### src/rtl/imem_program_loader_if.sv
// Word stream into the instruction-memory loader: valid/ready handshake with
// an address-jump qualifier and an end-of-program marker.
interface imem_program_loader_if;
    logic        in_valid;
    logic        in_ready;
    logic [31:0] in_data;
    logic        in_set_addr;
    logic        in_last;

    modport master (output in_valid, in_data, in_set_addr, in_last, input in_ready);
    modport slave  (input in_valid, in_data, in_set_addr, in_last, output in_ready);
endinterface

### src/rtl/imem_program_loader.sv
// Boot loader turning a word stream into the cpu instruction-initialize write sequence.
// Optional build macro LOADER_CHECKSUM_EN: the in_last data record is an XOR checksum.
module imem_program_loader #(
    parameter int BASE_ADDR   = 0,
    parameter int HOLD_CYCLES = 2,
    parameter int IMEM_BYTES  = 1024
) (
    input  logic                         clk,
    input  logic                         rst,
    input  logic                         start,
    imem_program_loader_if.slave         in_if,
    output logic                         initialize,
    output logic [31:0]                  instruction_initialize_address,
    output logic [31:0]                  instruction_initialize_data,
    output logic                         cpu_rst,
    output logic                         done,
    output logic                         error,
    output logic [15:0]                  word_count
);

    typedef enum logic [2:0] {
        S_IDLE, S_LOAD, S_HOLD, S_FINISH, S_RUN, S_ERROR
    } state_t;

    localparam logic [31:0] BASE_W    = 32'(BASE_ADDR);
    localparam logic [31:0] IMEM_W    = 32'(IMEM_BYTES);
    localparam logic [15:0] HOLD_LAST = 16'(HOLD_CYCLES - 1);

    state_t      state_q, state_d;
    logic [31:0] ptr_q, ptr_d;
    logic [31:0] addr_q, addr_d;
    logic [31:0] data_q, data_d;
    logic [15:0] wc_q, wc_d;
    logic [15:0] hold_cnt_q, hold_cnt_d;
    logic        last_q, last_d;
    logic        error_q, error_d;
`ifdef LOADER_CHECKSUM_EN
    logic [31:0] csum_q, csum_d;
`endif

    always_comb begin
        state_d    = state_q;
        ptr_d      = ptr_q;
        addr_d     = addr_q;
        data_d     = data_q;
        wc_d       = wc_q;
        hold_cnt_d = hold_cnt_q;
        last_d     = last_q;
        error_d    = error_q;
`ifdef LOADER_CHECKSUM_EN
        csum_d     = csum_q;
`endif
        case (state_q)
            S_IDLE, S_RUN, S_ERROR: begin
                if (start) begin
                    state_d = S_LOAD;
                    ptr_d   = BASE_W;
                    wc_d    = 16'd0;
                    error_d = 1'b0;
`ifdef LOADER_CHECKSUM_EN
                    csum_d  = 32'd0;
`endif
                end
            end
            S_LOAD: begin
                if (in_if.in_valid) begin
                    if (in_if.in_set_addr) begin
                        if (in_if.in_data[1:0] != 2'b00 || in_if.in_data >= IMEM_W) begin
                            state_d = S_ERROR;
`ifdef LOADER_CHECKSUM_EN
                        end else if (in_if.in_last) begin
                            // A jump cannot end the program: the checksum record is missing.
                            state_d = S_ERROR;
`endif
                        end else begin
                            ptr_d = in_if.in_data;
                            if (in_if.in_last) state_d = S_FINISH;
                        end
                    end else begin
`ifdef LOADER_CHECKSUM_EN
                        if (in_if.in_last) begin
                            state_d = (csum_q == in_if.in_data) ? S_FINISH : S_ERROR;
                        end else
`endif
                        if (ptr_q >= IMEM_W) begin
                            state_d = S_ERROR;
                        end else begin
                            addr_d     = ptr_q;
                            data_d     = in_if.in_data;
                            last_d     = in_if.in_last;
                            hold_cnt_d = 16'd0;
                            state_d    = S_HOLD;
`ifdef LOADER_CHECKSUM_EN
                            csum_d     = csum_q ^ in_if.in_data;
`endif
                        end
                    end
                end
            end
            S_HOLD: begin
                if (hold_cnt_q == HOLD_LAST) begin
                    ptr_d   = ptr_q + 32'd4;
                    wc_d    = wc_q + 16'd1;
                    state_d = last_q ? S_FINISH : S_LOAD;
                end else begin
                    hold_cnt_d = hold_cnt_q + 16'd1;
                end
            end
            S_FINISH: state_d = S_RUN;
            default:  state_d = S_IDLE;
        endcase
        if (state_d == S_ERROR) error_d = 1'b1;
    end

    always_ff @(posedge clk or negedge rst) begin
        if (!rst) begin
            state_q    <= S_IDLE;
            ptr_q      <= BASE_W;
            addr_q     <= 32'd0;
            data_q     <= 32'd0;
            wc_q       <= 16'd0;
            hold_cnt_q <= 16'd0;
            last_q     <= 1'b0;
            error_q    <= 1'b0;
`ifdef LOADER_CHECKSUM_EN
            csum_q     <= 32'd0;
`endif
        end else begin
            state_q    <= state_d;
            ptr_q      <= ptr_d;
            addr_q     <= addr_d;
            data_q     <= data_d;
            wc_q       <= wc_d;
            hold_cnt_q <= hold_cnt_d;
            last_q     <= last_d;
            error_q    <= error_d;
`ifdef LOADER_CHECKSUM_EN
            csum_q     <= csum_d;
`endif
        end
    end

    // FINISH drops initialize while cpu_rst is still high so the memory leaves init mode first.
    assign initialize                     = (state_q == S_LOAD) || (state_q == S_HOLD);
    assign in_if.in_ready                 = (state_q == S_LOAD);
    assign cpu_rst                        = (state_q != S_RUN);
    assign done                           = (state_q == S_RUN);
    assign error                          = error_q;
    assign word_count                     = wc_q;
    assign instruction_initialize_address = addr_q;
    assign instruction_initialize_data    = data_q;

endmodule

### src/flat_wrapper.sv
// flat-port wrapper written by rule: the top's interface ports become plain ports
module imem_program_loader_flat 
#(
    parameter int BASE_ADDR   = 0,
    parameter int HOLD_CYCLES = 2,
    parameter int IMEM_BYTES  = 1024
)
  (clk, rst, start, initialize, instruction_initialize_address, instruction_initialize_data, cpu_rst, done, error, word_count, in_if_in_valid, in_if_in_data, in_if_in_set_addr, in_if_in_last, in_if_in_ready);
  imem_program_loader_if in_if_i ();
  input  logic clk;
  input  logic rst;
  input  logic start;
  output logic initialize;
  output logic [31:0] instruction_initialize_address;
  output logic [31:0] instruction_initialize_data;
  output logic cpu_rst;
  output logic done;
  output logic error;
  output logic [15:0] word_count;
  input wire logic [$bits(in_if_i.in_valid)-1:0] in_if_in_valid;
  input wire logic [$bits(in_if_i.in_data)-1:0] in_if_in_data;
  input wire logic [$bits(in_if_i.in_set_addr)-1:0] in_if_in_set_addr;
  input wire logic [$bits(in_if_i.in_last)-1:0] in_if_in_last;
  output wire logic [$bits(in_if_i.in_ready)-1:0] in_if_in_ready;
  assign in_if_i.in_valid = in_if_in_valid;
  assign in_if_i.in_data = in_if_in_data;
  assign in_if_i.in_set_addr = in_if_in_set_addr;
  assign in_if_i.in_last = in_if_in_last;
  assign in_if_in_ready = in_if_i.in_ready;
  imem_program_loader #(.BASE_ADDR(BASE_ADDR), .HOLD_CYCLES(HOLD_CYCLES), .IMEM_BYTES(IMEM_BYTES)) u_core (.clk(clk), .rst(rst), .start(start), .in_if(in_if_i), .initialize(initialize), .instruction_initialize_address(instruction_initialize_address), .instruction_initialize_data(instruction_initialize_data), .cpu_rst(cpu_rst), .done(done), .error(error), .word_count(word_count));
endmodule
### config.mk
export PLATFORM = sky130hd
export DESIGN_NAME = imem_program_loader_flat
export DESIGN_NICKNAME = d
export VERILOG_FILES = /design/src/rtl/imem_program_loader_if.sv /design/src/rtl/imem_program_loader.sv /design/src/flat_wrapper.sv
export SDC_FILE = /design/constraint.sdc
export NUM_CORES = 1
export LEC_CHECK = 0
export ABC_AREA = 0
export BUFFER_PORTS_ARGS = -buffer_cell sky130_fd_sc_hd__buf_2
export CAP_MARGIN = 20
export CORE_MARGIN = 4
export CORE_UTILIZATION = 30
export CTS_BUF_LIST = sky130_fd_sc_hd__clkbuf_16
export DETAILED_ROUTE_END_ITERATION = 16
export GPL_TIMING_DRIVEN = 0
export HOLD_SLACK_MARGIN = 0.05
export PLACE_DENSITY = 0.57
export SKIP_LAST_GASP = 1
export SLEW_MARGIN = 20
export SYNTH_ARGS = -nofsm -noshare
export SYNTH_HDL_FRONTEND = slang
export SYNTH_SLANG_ARGS = --single-unit
### constraint.sdc
create_clock -name clk -period 4.95 [get_ports clk]
set_input_delay 0.495 -clock clk [delete_from_list [all_inputs] [get_ports clk]]
set_output_delay 0.495 -clock clk [all_outputs]
set_load 0.02 [all_outputs]
==> summary.md <==
| Metric | Value |
|---|---|
| DR DRC count | 0 |
| Maximum fanout along the worst path | 10 |
| Most prevalent standard cell on the critical path | clkbuf_1 |
| Clock transition at the register clock pins on the worst setup and hold paths after CTS | 0.07 ns |
| Most used flip-flop cell after synthesis | dfrtp_1 |
| Dominant cell by count in the synthesized netlist | dfrtp_1 |
| CTS H-Tree Depth | 4 |
| Share of synthesized registers carrying an async set or reset | 100% |
| Share of synthesized area occupied by flip-flops and latches | 51.2% |
| Via count | 5,600 |
| EDFF count, synth | 0 |
| Vias in the first global route | 5,534 |
| Starting density of the core | 30.7% |
| First element of the critical path | u_core.state_q[1] |
| Post-synth top cells | dfrtp_1, mux2_1, nor2_1 |
| Final hold vios | 0 |
| Total power density per cell area | 554 nW/µm² |
| Final Cell Area | 8160 µm² |
| Number of warnings reported in the yosys synthesis log | 0 |
| Cell breakdown of the critical path | or3b_1 -> clkbuf_1 -> clkbuf_1 -> clkbuf_1 -> nand2_1 -> buf_2 |
| CTS tree | built |
| Final Net Count | 803 |
| Max stage delay cell, worst path | clkbuf_1 |
| Final worst-path cycle share | 71.8% |
| CTS root buffer | clkbuf_16 |
| Proportion of power drawn by the clock network | 31.7% |
| Height of the die | 155 µm |
| Maximum ir drop on the vdd rail | 0.000339 V |
| Part of the total power dissipated in sequential elements | 37.3% |
| Number of synthesized register bits | 133 |
| Crit path DAT | 3.06 ns |
| Maximum buffer depth of the clock tree | 2 |
| Category of the most critical setup path | reg -> out |
| Later-pin clock latency in the skew report | 0.42 ns |
| Worst setup SP type | register |
| Gpl congestion | 0.866 |
| Share of total power consumed by net switching | 37.6% |
| Worst stage delay on the critical path | 0.56 ns |
| Maximum number of pins on one net before global-route repair | 91 |
| Unrepaired setup endpoints after global routing | false |
| F_max | 281 MHz |
| Sort of element at the end of the critical path | output port |
| Average detailed-routed wire length per instance | 18.3 µm |
| Std-Cell Core Area | 21,200 µm² |
| Data required, critical path | 4.45 ns |
| Buffer and inverter count on the worst path | 4 |
| Worst Clk Skew | 0.0124 ns |
| First-pass GRT wire length | 31,200 µm |
| Number of primary I/O pins | 123 |
| Max-slew violation count | 0 |
| Antenna diode count | 0 |
| Reg-to-reg slack, setup | 2.13 ns |
| Area share of the largest cell type after synthesis | 51.2% |
| Syn_area_per_cell | 10.5 µm² |
| Lkg Pwr | 0.00388 µW |
| Growth of design area from synthesis to finish | 25.6% |
| Antenna violations before repair | 0 |
| Portion of total power attributed to combinational logic | 31.0% |
| Cell area after technology mapping | 6500 µm² |
| Row cnt | 53 |
| Start point of the worst min-delay path | in_if_in_data[25] |
| Shortest period the worst path allows | 3.56 ns |
| Worst reg2reg path startpoint | u_core.hold_cnt_q[0] |
| Endpoints failing setup | 0 |
| Run status | finished, final reports clean |
| Overall track demand over capacity in global routing | 16.3% |
| Share of final-layout standard cells stronger than drive strength 1 | 22.5% |
| Total congestion overflow | 0 |
| Final-layout fill cell count | 2,115 |
| Relative max-transition margin | 46.7% |
| Max-capacitance violation count | 0 |
| Area after DPL | 7490 µm² |
| Detailed-placement wirelength estimate | 13,500 µm |
| CTS buffer count | 17 |
| Worst hold-check path type | in -> reg |
| Most area-consuming cells after synthesis | dfrtp_1, mux2_1, o31ai_1, and2_1, nor2_1 |
| Post-detailed-routing wire length | 19,100 µm |
| Number of vias per cell | 5.35 |
| Buffers on Ports | 122 |
| P_int | 2820 µW |
| Number of nets produced by synthesis | 660 |
| Number of buffers added for setup after CTS | 0 |
| Yosys top cell by area | dfrtp_1 |
| Total die area | 24,100 µm² |
| First-pass iteration count of the detailed router | 5 |
| Cell variety after synth | 64 |
| Cell count after synthesis | 617 |
| Worst-Margin Slew | 0.793 ns |
| Antenna-violating nets left | 0 |
| Clock sinks | 133 |
| Setup tns final | 0 ns |
| Kind of cell with the highest combined delay on the critical path | buffers and inverters |
| Iteration-0 DRC count of the detailed router | 521 |
| Die width | 155 µm |
| Switching power | 1700 µW |
-- metrics by stage --
stage,util [%],std cells,hold slack (ns),setup WS [ns],total power (µW)
2_1_floorplan,-,617,0.199,2.76,2560
3_3_place_gp,35.2,1014,0.464,1.36,3070
3_5_place_dp,35.4,1015,0.418,1.84,3100
4_1_cts,38.6,1047,0.287,1.37,4550
5_1_grt,38.6,1047,0.300,1.25,4790
6_report,38.6,1047,0.300,1.39,4520
-- kinds of logic after synthesis --
group                      count (synthesis)  share of synthesized area [%]
muxes                                     43                           7.45
xor gates and xnor gates                  15                           2.02
and+or+nand+nor                          225                           19.7
AOI/OAI and AO/OA                        143                           15.3
DFF                                      133                           51.2
buffers and inverters                     53                           3.41
adders and majority gates                  5                          0.963
-- timing repair --
action | 4_1_cts | 5_1_grt
hold buffers | 1 | 0
gates resized for setup | 0 | 0
endpoints found under the hold margin | 43 | 0
-- cells in the final DEF, fill, tap and decap left out, types with 3 or more instances in the layout --
cell type	instances
a41oi_1	7
xor2_1	9
and2_1	27
o31a_1	6
o22ai_1	5
a21oi_1	18
ha_1	5
o41ai_1	3
o21ai_1	16
a22oi_1	5
nor3_1	15
bufinv_16	6
buf_2	127
a211o_1	3
or4_1	5
a31oi_1	8
mux2_1	43
nand3_1	23
a32oi_1	7
or3_1	7
clkinv_4	4
clkbuf_16	17
o31ai_1	26
a22o_1	3
dfrtp_1	133
nor4_1	17
clkbuf_1	27
nand2b_1	6
o21ai_0	13
nor2_1	41
o211ai_1	8
nand2_1	37
nand4_1	15
and3_1	11
inv_1	17
xnor2_1	6
-- path summary, 6_finish.rpt --
| kind | to | cells past startpoint |
|---|---|---|
| worst min register to register | u_core.instruction_initialize_address[27] | 1 |
| worst max register to register | u_core.ptr_q[6] | 9 |
| min in group asynchronous | u_core.instruction_initialize_address[11] | 2 |
| worst min-delay path | u_core.instruction_initialize_data[25] | 2 |
| max in group asynchronous | u_core.hold_cnt_q[7] | 3 |
| worst max-delay path | initialize | 6 |
-- registers in the layout (all words and copies together) (netlist names) --
register and count:
u_core.instruction_initialize_address 32, u_core.instruction_initialize_data 32, u_core.ptr_q 32, u_core.hold_cnt_q 16
u_core.word_count 16, u_core.state_q 3, u_core.error 1, u_core.last_q 1
-- worst register-to-register path, stage by stage, from the launching register on --
cell and delay (ns):
dfrtp_1 0.44, ha_1 0.23, nor4b_4 0.14, and4_2 0.21, buf_2 0.17, o22ai_1 0.51, or2_1 0.18, clkbuf_1 0.32
buf_2 0.36, o22ai_1 0.13
-- routing by layer --
metal	part of all wire, %	vias up	wire length (µm)	track usage, %
met4	1.4	0	259	4.04
met5	0	-	0	0
met1	45	2794	8670	22.7
li1	-	2585	-	-
met3	6.2	25	1180	3.87
met2	47	196	9040	25.7
-- layout make-up --
| cell class | count | area (µm²) | area share (%) |
|---|---|---|---|
| Tap cell | 275 | 344 | 4.22 |
| Multi-Input combinational cell | 431 | 2950 | 36.1 |
| Inverter | 17 | 63.8 | 0.782 |
| Buffer | 36 | 158 | 1.93 |
| Clock buffer | 17 | 425 | 5.21 |
| Timing Repair Buffer | 124 | 658 | 8.06 |
| Sequential cell | 133 | 3330 | 40.8 |
| Clock inverter | 14 | 235 | 2.88 |
-- power groups by stage --
stage	combinational, µW	clock [µW]	sequential [µW]
2_1_floorplan	726	0	1830
3_3_place_gp	1380	0	1690
3_5_place_dp	1400	0	1700
4_1_cts	1400	1470	1680
5_1_grt	1540	1510	1740
6_report	1400	1430	1690
Power figures use the tool's default switching activity.
